[src/rtl/spi_device_pkg.sv]
// Shared definitions for the SPI device: register map, CTRL/STATUS bit positions,
// FSM state encoding and the tx bit-select helpers.
package spi_device_pkg;

  localparam logic [7:0] ADDR_CTRL   = 8'h00;
  localparam logic [7:0] ADDR_STATUS = 8'h04;
  localparam logic [7:0] ADDR_TXDATA = 8'h08;
  localparam logic [7:0] ADDR_RXDATA = 8'h0C;

  localparam int CTRL_EN       = 0;
  localparam int CTRL_CPOL     = 1;
  localparam int CTRL_CPHA     = 2;
  localparam int CTRL_LSB      = 3;
  localparam int CTRL_CLEN_LSB = 4;
  localparam int CTRL_CLEN_MSB = 8;
  localparam int CTRL_IE_RX    = 9;
  localparam int CTRL_IE_TX    = 10;
  localparam int CTRL_W        = 11;

  localparam int STAT_RX_VALID = 0;
  localparam int STAT_TX_EMPTY = 1;
  localparam int STAT_RX_OVF   = 2;
  localparam int STAT_TX_UNDR  = 3;
  localparam int STAT_BUSY     = 4;
  localparam int STAT_ABORT    = 5;

  typedef enum logic [0:0] {
    FSM_IDLE   = 1'b0,
    FSM_ACTIVE = 1'b1
  } fsm_state_e;

  // Bit that goes on the wire next; the shifter keeps the character right-aligned.
  function automatic logic tx_first_bit(input logic [31:0] word, input logic [4:0] clen,
                                        input logic lsb_first);
    return lsb_first ? word[0] : word[clen];
  endfunction

  function automatic logic [31:0] tx_advance(input logic [31:0] word, input logic lsb_first);
    return lsb_first ? (word >> 1) : (word << 1);
  endfunction

endpackage

[src/rtl/spi_device_fifo.sv]
// Small synchronous FIFO used as the RX store (depth 1 = holding register).
// A pop frees a slot for a push in the same cycle, so a full FIFO accepts push+pop.
module spi_device_fifo #(
  parameter int DEPTH = 4,
  parameter int WIDTH = 32
) (
  input  logic             clk,
  input  logic             rst,
  input  logic             push,
  input  logic             pop,
  input  logic [WIDTH-1:0] wdata,
  output logic [WIDTH-1:0] rdata,
  output logic             full,
  output logic             empty
);

  localparam int PTR_W = (DEPTH > 1) ? $clog2(DEPTH) : 1;
  localparam int CNT_W = $clog2(DEPTH + 1);
  localparam int SLOTS = 2 ** PTR_W;

  logic [WIDTH-1:0] mem [SLOTS];
  logic [PTR_W-1:0] rd_ptr;
  logic [PTR_W-1:0] wr_ptr;
  logic [CNT_W-1:0] count;
  logic             do_push;
  logic             do_pop;

  function automatic logic [PTR_W-1:0] bump(input logic [PTR_W-1:0] p);
    return (p == PTR_W'(DEPTH - 1)) ? '0 : p + 1'b1;
  endfunction

  assign empty   = (count == '0);
  assign full    = (count == CNT_W'(DEPTH));
  assign do_pop  = pop && !empty;
  assign do_push = push && (!full || do_pop);
  assign rdata   = mem[rd_ptr];

  always_ff @(posedge clk) begin
    if (do_push) mem[wr_ptr] <= wdata;
  end

  always_ff @(posedge clk or posedge rst) begin
    if (rst) begin
      rd_ptr <= '0;
      wr_ptr <= '0;
      count  <= '0;
    end else begin
      if (do_push) wr_ptr <= bump(wr_ptr);
      if (do_pop)  rd_ptr <= bump(rd_ptr);
      if (do_push && !do_pop)      count <= count + CNT_W'(1);
      else if (do_pop && !do_push) count <= count - CNT_W'(1);
    end
  end

endmodule

[src/rtl/spi_device.sv]
// SPI device (slave) with register interface, tx buffer and rx store.
// Define SPI_DEVICE_RX_FIFO_EN for a 4-entry rx FIFO; otherwise a single holding register.
//
// state  | meaning
// IDLE   | ss deasserted or EN=0; MISO tri-stated, bit counter cleared
// ACTIVE | selected; sampling MOSI and shifting MISO on synchronized sclk edges
module spi_device
  import spi_device_pkg::*;
#(
  parameter int SYNC_STAGES = 2
) (
  input  logic        clk_i,
  input  logic        rst_i,
  input  logic [7:0]  addr_i,
  input  logic [31:0] wdata_i,
  input  logic [3:0]  be_i,
  input  logic        we_i,
  input  logic        re_i,
  output logic [31:0] rdata_o,
  output logic        error_o,
  output logic        intr_rx_o,
  output logic        intr_tx_o,
  input  logic        ss_i,
  input  logic        sclk_i,
  input  logic        sd_i,
  output logic        sd_o,
  output logic        sd_oe
);

  localparam logic [0:0] S_IDLE   = FSM_IDLE;
  localparam logic [0:0] S_ACTIVE = FSM_ACTIVE;

`ifdef SPI_DEVICE_RX_FIFO_EN
  localparam int RX_DEPTH = 4;
`else
  localparam int RX_DEPTH = 1;
`endif

  logic [SYNC_STAGES-1:0] ss_sync, sclk_sync, sd_sync;
  logic ss_s, sclk_s, sd_s, ss_prev, sclk_prev;
  logic ss_fall, ss_rise, sclk_rise, sclk_fall;

  logic [0:0]        state;
  logic [4:0]        bit_cnt;
  logic [31:0]       rx_shift, tx_shift, tx_buf;
  logic              tx_valid, sd_q;
  logic              rx_ovf, tx_undr, abort;
  logic [CTRL_W-1:0] ctrl;

  logic       en, cpol, cpha, lsb_first, ie_rx, ie_tx;
  logic [4:0] clen;

  always_ff @(posedge clk_i or posedge rst_i) begin
    if (rst_i) begin
      ss_sync   <= '1;
      sclk_sync <= '0;
      sd_sync   <= '0;
      ss_prev   <= 1'b1;
      sclk_prev <= 1'b0;
    end else begin
      ss_sync   <= {ss_sync[SYNC_STAGES-2:0], ss_i};
      sclk_sync <= {sclk_sync[SYNC_STAGES-2:0], sclk_i};
      sd_sync   <= {sd_sync[SYNC_STAGES-2:0], sd_i};
      ss_prev   <= ss_s;
      sclk_prev <= sclk_s;
    end
  end

  assign ss_s      = ss_sync[SYNC_STAGES-1];
  assign sclk_s    = sclk_sync[SYNC_STAGES-1];
  assign sd_s      = sd_sync[SYNC_STAGES-1];
  assign ss_fall   = ss_prev & ~ss_s;
  assign ss_rise   = ~ss_prev & ss_s;
  assign sclk_rise = (sclk_s ^ sclk_prev) & sclk_s;
  assign sclk_fall = (sclk_s ^ sclk_prev) & ~sclk_s;

  assign en        = ctrl[CTRL_EN];
  assign cpol      = ctrl[CTRL_CPOL];
  assign cpha      = ctrl[CTRL_CPHA];
  assign lsb_first = ctrl[CTRL_LSB];
  assign clen      = ctrl[CTRL_CLEN_MSB:CTRL_CLEN_LSB];
  assign ie_rx     = ctrl[CTRL_IE_RX];
  assign ie_tx     = ctrl[CTRL_IE_TX];

  // Register decode; any errored access is fully suppressed.
  logic addr_hit, wr_err, rd_err, acc_ok;
  logic wr_ctrl, wr_status, wr_tx, rd_rx, rx_pop;
  logic [5:0] w1c;

  always_comb begin
    addr_hit = (addr_i == ADDR_CTRL) || (addr_i == ADDR_STATUS) ||
               (addr_i == ADDR_TXDATA) || (addr_i == ADDR_RXDATA);
    wr_err   = we_i && (!addr_hit || (addr_i == ADDR_RXDATA) ||
                        ((addr_i == ADDR_TXDATA) && (be_i != 4'hF)));
    rd_err   = re_i && (!addr_hit || (addr_i == ADDR_TXDATA));
  end

  assign error_o   = wr_err | rd_err;
  assign acc_ok    = !error_o;
  assign wr_ctrl   = we_i && acc_ok && (addr_i == ADDR_CTRL);
  assign wr_status = we_i && acc_ok && (addr_i == ADDR_STATUS);
  assign wr_tx     = we_i && acc_ok && (addr_i == ADDR_TXDATA);
  assign rd_rx     = re_i && acc_ok && (addr_i == ADDR_RXDATA);
  assign w1c       = (wr_status && be_i[0]) ? wdata_i[5:0] : 6'b0;

  // Edge roles: leading edge is rising for CPOL=0; CPHA=0 samples on leading.
  logic leading, trailing, start, stop, run, sample, shift, char_done, tx_load;
  logic [31:0] tx_word, rx_word, rx_head;
  logic rx_full, rx_empty, rx_ovf_set;

  assign leading   = cpol ? sclk_fall : sclk_rise;
  assign trailing  = cpol ? sclk_rise : sclk_fall;
  assign start     = (state == S_IDLE) && ss_fall && en;
  assign stop      = (state == S_ACTIVE) && (ss_rise || !en);
  assign run       = (state == S_ACTIVE) && !stop;
  assign sample    = run && (cpha ? trailing : leading);
  assign shift     = run && (cpha ? leading : trailing);
  assign char_done = sample && (bit_cnt == clen);
  assign tx_load   = start || char_done;
  assign tx_word   = tx_valid ? tx_buf : '1;
  assign rx_word   = lsb_first ? (rx_shift | ({31'b0, sd_s} << bit_cnt))
                               : {rx_shift[30:0], sd_s};
  assign rx_pop    = rd_rx && !rx_empty;
  assign rx_ovf_set = char_done && rx_full && !rx_pop;

  spi_device_fifo #(
    .DEPTH (RX_DEPTH),
    .WIDTH (32)
  ) u_rx_fifo (
    .clk   (clk_i),
    .rst   (rst_i),
    .push  (char_done),
    .pop   (rx_pop),
    .wdata (rx_word),
    .rdata (rx_head),
    .full  (rx_full),
    .empty (rx_empty)
  );

  always_ff @(posedge clk_i or posedge rst_i) begin
    if (rst_i) begin
      ctrl     <= '0;
      tx_buf   <= '0;
      tx_valid <= 1'b0;
      rx_ovf   <= 1'b0;
      tx_undr  <= 1'b0;
      abort    <= 1'b0;
      state    <= S_IDLE;
      bit_cnt  <= '0;
      rx_shift <= '0;
      tx_shift <= '0;
      sd_q     <= 1'b0;
    end else begin
      if (wr_ctrl) begin
        if (be_i[0]) ctrl[7:0]  <= wdata_i[7:0];
        if (be_i[1]) ctrl[10:8] <= wdata_i[10:8];
      end

      // A write coinciding with a load lands in the buffer for the next character.
      if (wr_tx) begin
        tx_buf   <= wdata_i;
        tx_valid <= 1'b1;
      end else if (tx_load) begin
        tx_valid <= 1'b0;
      end

      rx_ovf  <= rx_ovf_set | (rx_ovf & ~w1c[STAT_RX_OVF]);
      tx_undr <= (tx_load && !tx_valid) | (tx_undr & ~w1c[STAT_TX_UNDR]);
      abort   <= (stop && ss_rise && (bit_cnt != '0)) | (abort & ~w1c[STAT_ABORT]);

      if (state == S_IDLE) begin
        if (start) begin
          state    <= S_ACTIVE;
          bit_cnt  <= '0;
          rx_shift <= '0;
          if (cpha) begin
            tx_shift <= tx_word;
            sd_q     <= 1'b0;
          end else begin
            tx_shift <= tx_advance(tx_word, lsb_first);
            sd_q     <= tx_first_bit(tx_word, clen, lsb_first);
          end
        end
      end else if (stop) begin
        state    <= S_IDLE;
        bit_cnt  <= '0;
        rx_shift <= '0;
        sd_q     <= 1'b0;
      end else begin
        if (sample) begin
          if (char_done) begin
            bit_cnt  <= '0;
            rx_shift <= '0;
            tx_shift <= tx_word;
          end else begin
            bit_cnt  <= bit_cnt + 5'd1;
            rx_shift <= rx_word;
          end
        end
        if (shift) begin
          sd_q     <= tx_first_bit(tx_shift, clen, lsb_first);
          tx_shift <= tx_advance(tx_shift, lsb_first);
        end
      end
    end
  end

  logic [31:0] status_word;

  always_comb begin
    status_word                = '0;
    status_word[STAT_RX_VALID] = !rx_empty;
    status_word[STAT_TX_EMPTY] = !tx_valid;
    status_word[STAT_RX_OVF]   = rx_ovf;
    status_word[STAT_TX_UNDR]  = tx_undr;
    status_word[STAT_BUSY]     = (state == S_ACTIVE);
    status_word[STAT_ABORT]    = abort;
  end

  always_comb begin
    rdata_o = '0;
    if (re_i && acc_ok) begin
      case (addr_i)
        ADDR_CTRL:   rdata_o = 32'(ctrl);
        ADDR_STATUS: rdata_o = status_word;
        ADDR_RXDATA: rdata_o = rx_empty ? 32'h0 : rx_head;
        default:     rdata_o = '0;
      endcase
    end
  end

  assign sd_oe     = (state == S_ACTIVE);
  assign sd_o      = sd_oe & sd_q;
  assign intr_rx_o = ie_rx & !rx_empty;
  assign intr_tx_o = ie_tx & !tx_valid;

endmodule

[config.mk]
export PLATFORM = sky130hd
export DESIGN_NAME = spi_device
export DESIGN_NICKNAME = d
export VERILOG_FILES = /design/src/rtl/spi_device_pkg.sv /design/src/rtl/spi_device_fifo.sv /design/src/rtl/spi_device.sv
export SDC_FILE = /design/constraint.sdc
export NUM_CORES = 1
export LEC_CHECK = 0
export ABC_CLOCK_PERIOD_IN_PS = 4600
export CORE_ASPECT_RATIO = 0.9
export CORE_UTILIZATION = 54
export DETAILED_ROUTE_END_ITERATION = 8
export GPL_TIMING_DRIVEN = 0
export PLACE_DENSITY_LB_ADDON = 0.25
export SLEW_MARGIN = 20
export SYNTH_ARGS = -nofsm -noshare
export SYNTH_HDL_FRONTEND = slang
export SYNTH_HIERARCHICAL = 1
export SYNTH_SLANG_ARGS = --single-unit
[constraint.sdc]
create_clock -name clk_i -period 4.6 [get_ports clk_i]
set_input_delay 0.46 -clock clk_i [delete_from_list [all_inputs] [get_ports clk_i]]
set_output_delay 0.46 -clock clk_i [all_outputs]
set_load 0.03 [all_outputs]
* Word-level counts from Yosys, hierarchy flattened
Memory sizes are Yosys's and may differ from the RTL's.
Index checks and enable logic that the tools add are counted.
** Word-level totals
- Flip-flop bits (word level) :: 129
- Bits in writable memories :: 64
- Output and inout bits :: 37
- Memories :: 1
** Operators by class
- Add/subtract/negate cells :: 5
- Order comparisons :: 1
- Equal/unequal tests :: 10
- Shift operators :: 1
- Mux-type cells :: 51
- Bitwise gates (word level) :: 23
- Reduce and logical (&&, ||, !) cells :: 55
** Memory list
- u_rx_fifo.mem :: depth 2, bits a word 32, rd ports 1, clocked after Yosys merged registers in 0, write ports 1, RTL line spi_device_fifo.sv:21 : logic [WIDTH-1:0] mem [SLOTS];
** Operator list (count)
- 32-bit two-way mux :: 18
- 32-bit one-hot mux with 3 select lines :: 1
- 32-bit bitwise OR :: 1
- 1-bit by 5-bit left shift with 32-bit output :: 1
- 1-bit logical AND :: 27
- 5-bit two-way mux :: 5
- 1-bit two-way mux :: 24
- 8-bit by 4-bit == test with 1-bit output (second input constant) :: 2
- 3-bit by 1-bit inequality test with 1-bit output (second input constant) :: 4
- 1-bit AND :: 10
- 1-bit binary-select mux with 5-bit select :: 2
- 1-bit logical NOT :: 9
- 1-bit logical OR :: 9
- 8-bit by 3-bit == test with 1-bit output (second input constant) :: 1
- 8-bit logical NOT :: 1
- 2-bit AND reduction :: 4
- 1-bit NOT :: 7
- 5-bit by 6-bit < comparator with 1-bit output (second input constant) :: 1
- 6-bit two-way mux :: 1
- 2-bit nonzero test :: 3
- 5-bit by 1-bit adder with 5-bit output (second input constant) :: 1
- 5-bit == test :: 1
- 5-bit nonzero test :: 1
- 4-bit inequality test (second input constant) :: 1
- 6 further kinds :: 11

* Depth between registers and ports, before layout
- Depth in word-level cells :: 20
- Gate-level depth with buffers :: 8
- Depth with buffers taken out :: 6

* Modules after synthesis
The synthesis kept the hierarchy.
** By module, submodules not included
- spi_device :: instances 1, cells an instance 768, area an instance 7768.7 µm², seq. area each 3156.8 µm²
- spi_device_fifo :: instances 1, cells an instance 38, area an instance 1012.2 µm², seq. area each 985.9 µm²

* Least setup slack after synthesis
No wires, ideal clock.
- Path type :: input port to flip-flop
- From :: input port addr_i[5]
- To :: memory u_rx_fifo.mem[0][0] (enable)
- Library setup time :: 0.392 ns
- Arrival time :: 2.830 ns
- Setup slack :: 1.378 ns
- Stages on the path :: 7
- Path through :: or4_4 -> nor3_4 -> nand2_1 -> nor4b_4 -> buf_2 -> nand2b_1 -> and2_1
** On the way
- Longest elaborated chain between the ends :: 18
- Elaborated cells on any way between the ends :: 24
- Those cells by class :: eq/ne: 3; mux: 2; bitwise: 1; reduce/logical: 18
** Ends and longest elaborated chain
- start: declaration :: RTL line spi_device.sv:14 : input logic [7:0] addr_i,
- 8-bit by 3-bit == test with 1-bit output or 8-bit logical NOT (tied branches) :: RTL line spi_device.sv:91 : addr_hit = (addr_i == ADDR_CTRL) || (addr_i == ADDR_STATUS) ||
- 1-bit logical OR (2 in a row) :: RTL line spi_device.sv:91
- 1-bit logical OR :: RTL line spi_device.sv:92 : (addr_i == ADDR_TXDATA) || (addr_i == ADDR_RXDATA);
- 1-bit logical NOT :: RTL line spi_device.sv:93, spi_device.sv:95
- 1-bit logical OR (2 in a row) :: RTL line spi_device.sv:93 : wr_err = we_i && (!addr_hit || (addr_i == ADDR_RXDATA) ||
- 1-bit logical AND :: RTL line spi_device.sv:93
- 1-bit bitwise OR :: RTL line spi_device.sv:98 : assign error_o = wr_err | rd_err;
- 1-bit logical NOT :: RTL line spi_device.sv:99 : assign acc_ok = !error_o;
- [2 not listed]
- 1-bit logical AND (*) :: RTL line spi_device.sv:123 : assign rx_pop = rd_rx && !rx_empty;
- net rx_pop :: RTL line spi_device.sv:87 : logic wr_ctrl, wr_status, wr_tx, rd_rx, rx_pop;
- 1-bit logical AND (*) :: RTL line spi_device_fifo.sv:34 : assign do_pop = pop && !empty;
- 1-bit logical OR (*) :: RTL line spi_device_fifo.sv:35 : assign do_push = push && (!full || do_pop);
- 1-bit logical AND (*) :: RTL line spi_device_fifo.sv:35
- net u_rx_fifo.do_push :: RTL line spi_device_fifo.sv:25 : logic do_push;
- 1-bit two-way mux (*) :: RTL line spi_device_fifo.sv:39 : if (do_push) mem[wr_ptr] <= wdata;
- 1-bit two-way mux (implied by the code) (*) :: RTL line spi_device_fifo.sv:39
- end: declaration :: RTL line spi_device_fifo.sv:21
The timed path passes the listed nets; every way through them passes the cells marked *.

* Worst setup path after layout
- From :: input port addr_i[5]
- To :: output port rdata_o[10]
** On the way
- Longest elaborated chain between the ends :: 12
- Elaborated cells on any way between the ends :: 19
- Those cells by class :: eq/ne: 3; mux: 2; bitwise: 1; reduce/logical: 13
** Ends and longest elaborated chain
- 8-bit by 3-bit == test with 1-bit output or 8-bit logical NOT (tied branches) :: RTL line spi_device.sv:91, spi_device.sv:223
- 1-bit logical OR (2 in a row) :: RTL line spi_device.sv:91
- 1-bit logical OR :: RTL line spi_device.sv:92
- 1-bit logical NOT :: RTL line spi_device.sv:93, spi_device.sv:95
- 1-bit logical OR (2 in a row) :: RTL line spi_device.sv:93
- 1-bit logical AND :: RTL line spi_device.sv:93
- 1-bit bitwise OR :: RTL line spi_device.sv:98
- 1-bit logical NOT :: RTL line spi_device.sv:99
- 1-bit logical AND :: RTL line spi_device.sv:222 : if (re_i && acc_ok) begin
- 32-bit two-way mux (*) :: RTL line spi_device.sv:222
- end: declaration :: RTL line spi_device.sv:19 : output logic [31:0] rdata_o,
Mark *: on every way between the ends. The rest lies on a longest branch, timed or not.

==> impl_metrics.csv <==
group,metric,value,unit
sta,finalMaxSlewViolations,0,
flow_run,cap_violations,0,
power,max-vdd-ir-drop,0.0002694,V
sta,finalCriticalPeriod,4.118,ns
sta,fmax,242.8,MHz
drt,routed-via-count,7204,
finish,final_area,10520,um^2
yosys,syn_area_per_cell,10.89,um^2
power,pwr-share-clk,42.7,%
sta,setup_violations,0,
sta,grt_setup_unrepaired,"false",
clock_tree,postCtsSetupBuffers,0,
finish,area_delta_synth_final,19.79,%
grt,antenna_found_initial,0,
yosys,ys_warn_count,6,
yosys,ys.flop_type,"dfrtp_1",
worst_setup_path,cp-startpoint,"addr_i[5]",
clock_tree,clock_sinks,159,
drt,drt-total-wl,23240,um
clock_tree,clk_pin_slew,0.06,ns
floorplanning,fp.dieW,136.4,um
place,dpl.hpwl,16100,um
clock_tree,tritoncts,"yes",
power,switchingPower,798.9,uW
grt,grt_use_total,29.48,%
yosys,synth_cells,806,
status,outcome,"complete, no violations",
place,gp_congestion,0.8848,
finish,n_antenna_cell,0,
sta,setup_tns,0,ns
sta,setup_ws,0.4819,ns
grt,grt_overflow,0,
finish,mostFrequentLayoutCell,"dfrtp_1",
drt,drt_iter0_markers,689,
power,p_per_area,308.3,nW/um^2
drt,drt-wirelength-per-cell,20.62,um
place,place_ws,0.5836,ns
power,p_leak,5.112,nW
yosys,ys_seq_elements,159,
clock_tree,cts_resized,0,
worst_setup_path,worstPathMaxFanout,10,
finish,layout.nets,966,
yosys,synth_nets,859,
floorplanning,ios,88,
sta,hold_ws,0.3044,ns
floorplanning,dieArea,16780,um^2
sta,final-hold-violation-count,0,
sta,finalCritPeriodShare,89.52,%
grt,grt_pass1_vias,6668,
floorplanning,coreArea,15660,um^2
yosys,synth-async-reset-ratio,79.87,%
sta,relSlewSlack,48.60,%
worst_setup_path,critical_path_class,"in2out",
power,p_int,2.444,mW
clock_tree,clockBufferDepth,2,
grt,grt_start_max_net_pins,65,
yosys,syn_area,8781,um^2
yosys,ys_types,52,
place,placed_area,9948,um^2
clock_tree,ctsHtreeMaxLevel,4,
place,io_buffers,86,
worst_setup_path,cp_data_required_time,4.14,ns
power,p_total,3.243,mW
yosys,yosysSeqAreaShare,47.18,%
drt,via_per_inst,6.392,
yosys,synth-edff-count,32,
sta,worst_pin_slew,0.7678,ns
clock_tree,cts-buffers-inserted,17,
floorplanning,core.rowCount,43,
finish,layout-drive-gt1-share,12.86,%
worst_hold_path,hold_class,"in2async",
worst_setup_path,endpoint_kind,"output pin",
finish,final_cell_mix,"dfrtp_1 (124), clkdlybuf4s50_1 (86), mux2i_1 (80)",
clock_tree,clock_latency,0.43,ns
clock_tree,ctsHoldBuffers,0,
worst_setup_path,r2r_setup_slack,1.80,ns
drt,drcViolationCount,0,
worst_setup_path,rr_startpoint,"ctrl[5]$_DFFE_PP0P_",
drt,dr.pass1.iters,6,
worst_setup_path,arrival,3.66,ns
worst_setup_path,cp-start-kind,"input pin",
drt,ant_nets,0,
grt,grt_first_pass_wirelength,37010,um
sta,skew,0.009057,ns
floorplanning,start_util,56.09,%
power,swShare,24.63,%
power,seqPwrFrac,48.0,%
floorplanning,die-height,123.0,um
power,power_frac_comb,9.3,%
clock_tree,root_buffer,"clkbuf_16",
[power by group through the flow]
stage          logic (mW)  clock network, mW  registers [mW]
2_1_floorplan       0.200                  0            1.56
3_3_place_gp        0.289                  0            1.58
3_5_place_dp        0.299                  0            1.58
4_1_cts             0.301               1.40            1.55
5_1_grt             0.330               1.46            1.56
6_report            0.302               1.38            1.56
[cell type report]
| class | count | area, um^2 |
|---|---|---|
| fillers | 1190 | 5137 |
| well taps | 202 | 252.7 |
| flip-flops and latches | 159 | 4143 |
| clock inverters | 13 | 141.4 |
| plain buffers | 71 | 309.0 |
| repair buffers | 88 | 908.4 |
| multi-input cells | 566 | 4293 |
| clock buffers | 18 | 429.2 |
| inverters | 10 | 42.54 |
[metal layers]
layer  GRT usage [%]  routed length, um
met5               0                  0
met2           42.29              10140
met4           9.097                420
met3           5.781               1729
met1           44.95              10950
[state kept, by name (all words and copies together) (netlist names)]
register and cells:
abort 1, bit_cnt 5, ctrl 11, rx_ovf 1, rx_shift 32, sclk_prev 1
sclk_sync 2, sd_oe 1, sd_q 1, sd_sync 2, ss_prev 1, ss_sync 2
tx_buf 32, tx_shift 32, tx_undr 1, tx_valid 1, u_rx_fifo/full 1, u_rx_fifo/mem 32
[worst max-delay path, stage by stage]
cell	delay, ns
clkdlybuf4s50_1	0.41
or4_4	0.55
nor3_4	0.22
nand2_1	0.16
nor4b_4	0.56
clkbuf_2	0.35
a22o_1	0.25
clkdlybuf4s50_1	0.69
[cell usage after synthesis (3+ instances only)]
cell type / number / area share [%]
a21o_1: 32 / 2.7
a21oi_1: 71 / 4.0
a221oi_1: 30 / 3.0
a22o_1: 43 / 4.3
a22oi_1: 4 / 0.34
a32o_1: 3 / 0.34
and2_1: 24 / 1.7
and3_1: 6 / 0.43
buf_1: 5 / 0.21
buf_2: 15 / 0.85
buf_6: 3 / 0.38
clkbuf_1: 47 / 2.0
dfrtp_1: 124 / 35
dfstp_2: 3 / 0.90
edfxtp_1: 32 / 11
inv_1: 10 / 0.43
mux2_2: 44 / 5.6
mux2i_1: 80 / 9.1
mux4_2: 9 / 2.3
nand2_1: 54 / 2.3
nand2b_1: 10 / 0.71
nand3_1: 7 / 0.40
nand3b_1: 5 / 0.43
nor2_1: 42 / 1.8
nor2b_1: 13 / 0.93
nor3b_1: 5 / 0.43
o21ai_0: 15 / 0.85
o31ai_1: 31 / 2.7
or2_2: 3 / 0.21
xnor2_1: 5 / 0.50
[logic make-up after synthesis]
kind of cell	Yosys count	share of synthesized area [%]
AO/OA/AOI/OAI	242	19.62
XOR/XNOR	6	0.5985
adder cells (fa/ha/maj)	2	0.2849
buffers and inverters	81	3.947
flip-flops	159	47.18
multiplexers	134	17.20
AND/OR/NAND/NOR	182	11.17
[metrics by stage]
stage | cells | utilization (%)
floorplan | 806 | -
global placement | 1094 | 63.20
detailed placement | 1096 | 63.54
CTS | 1127 | 67.19
global route | 1127 | 67.19
finish | 1127 | 67.19
[worst paths after layout]
check / end / depth (start not counted)
setup / recovery: rdata_o[10] / 8
hold / removal: u_rx_fifo/full$_DFFE_PP0P_ / 2
setup reg to reg: sd_q$_DFFE_PP0P_ / 7
hold reg to reg: sclk_sync[1]$_DFF_PP0_ / 0
max in group asynchronous: tx_shift[19]$_DFFE_PP0P_ / 3
min in group clk_i: sclk_sync[1]$_DFF_PP0_ / 0
No activity file was read; power rests on OpenSTA's default activity.
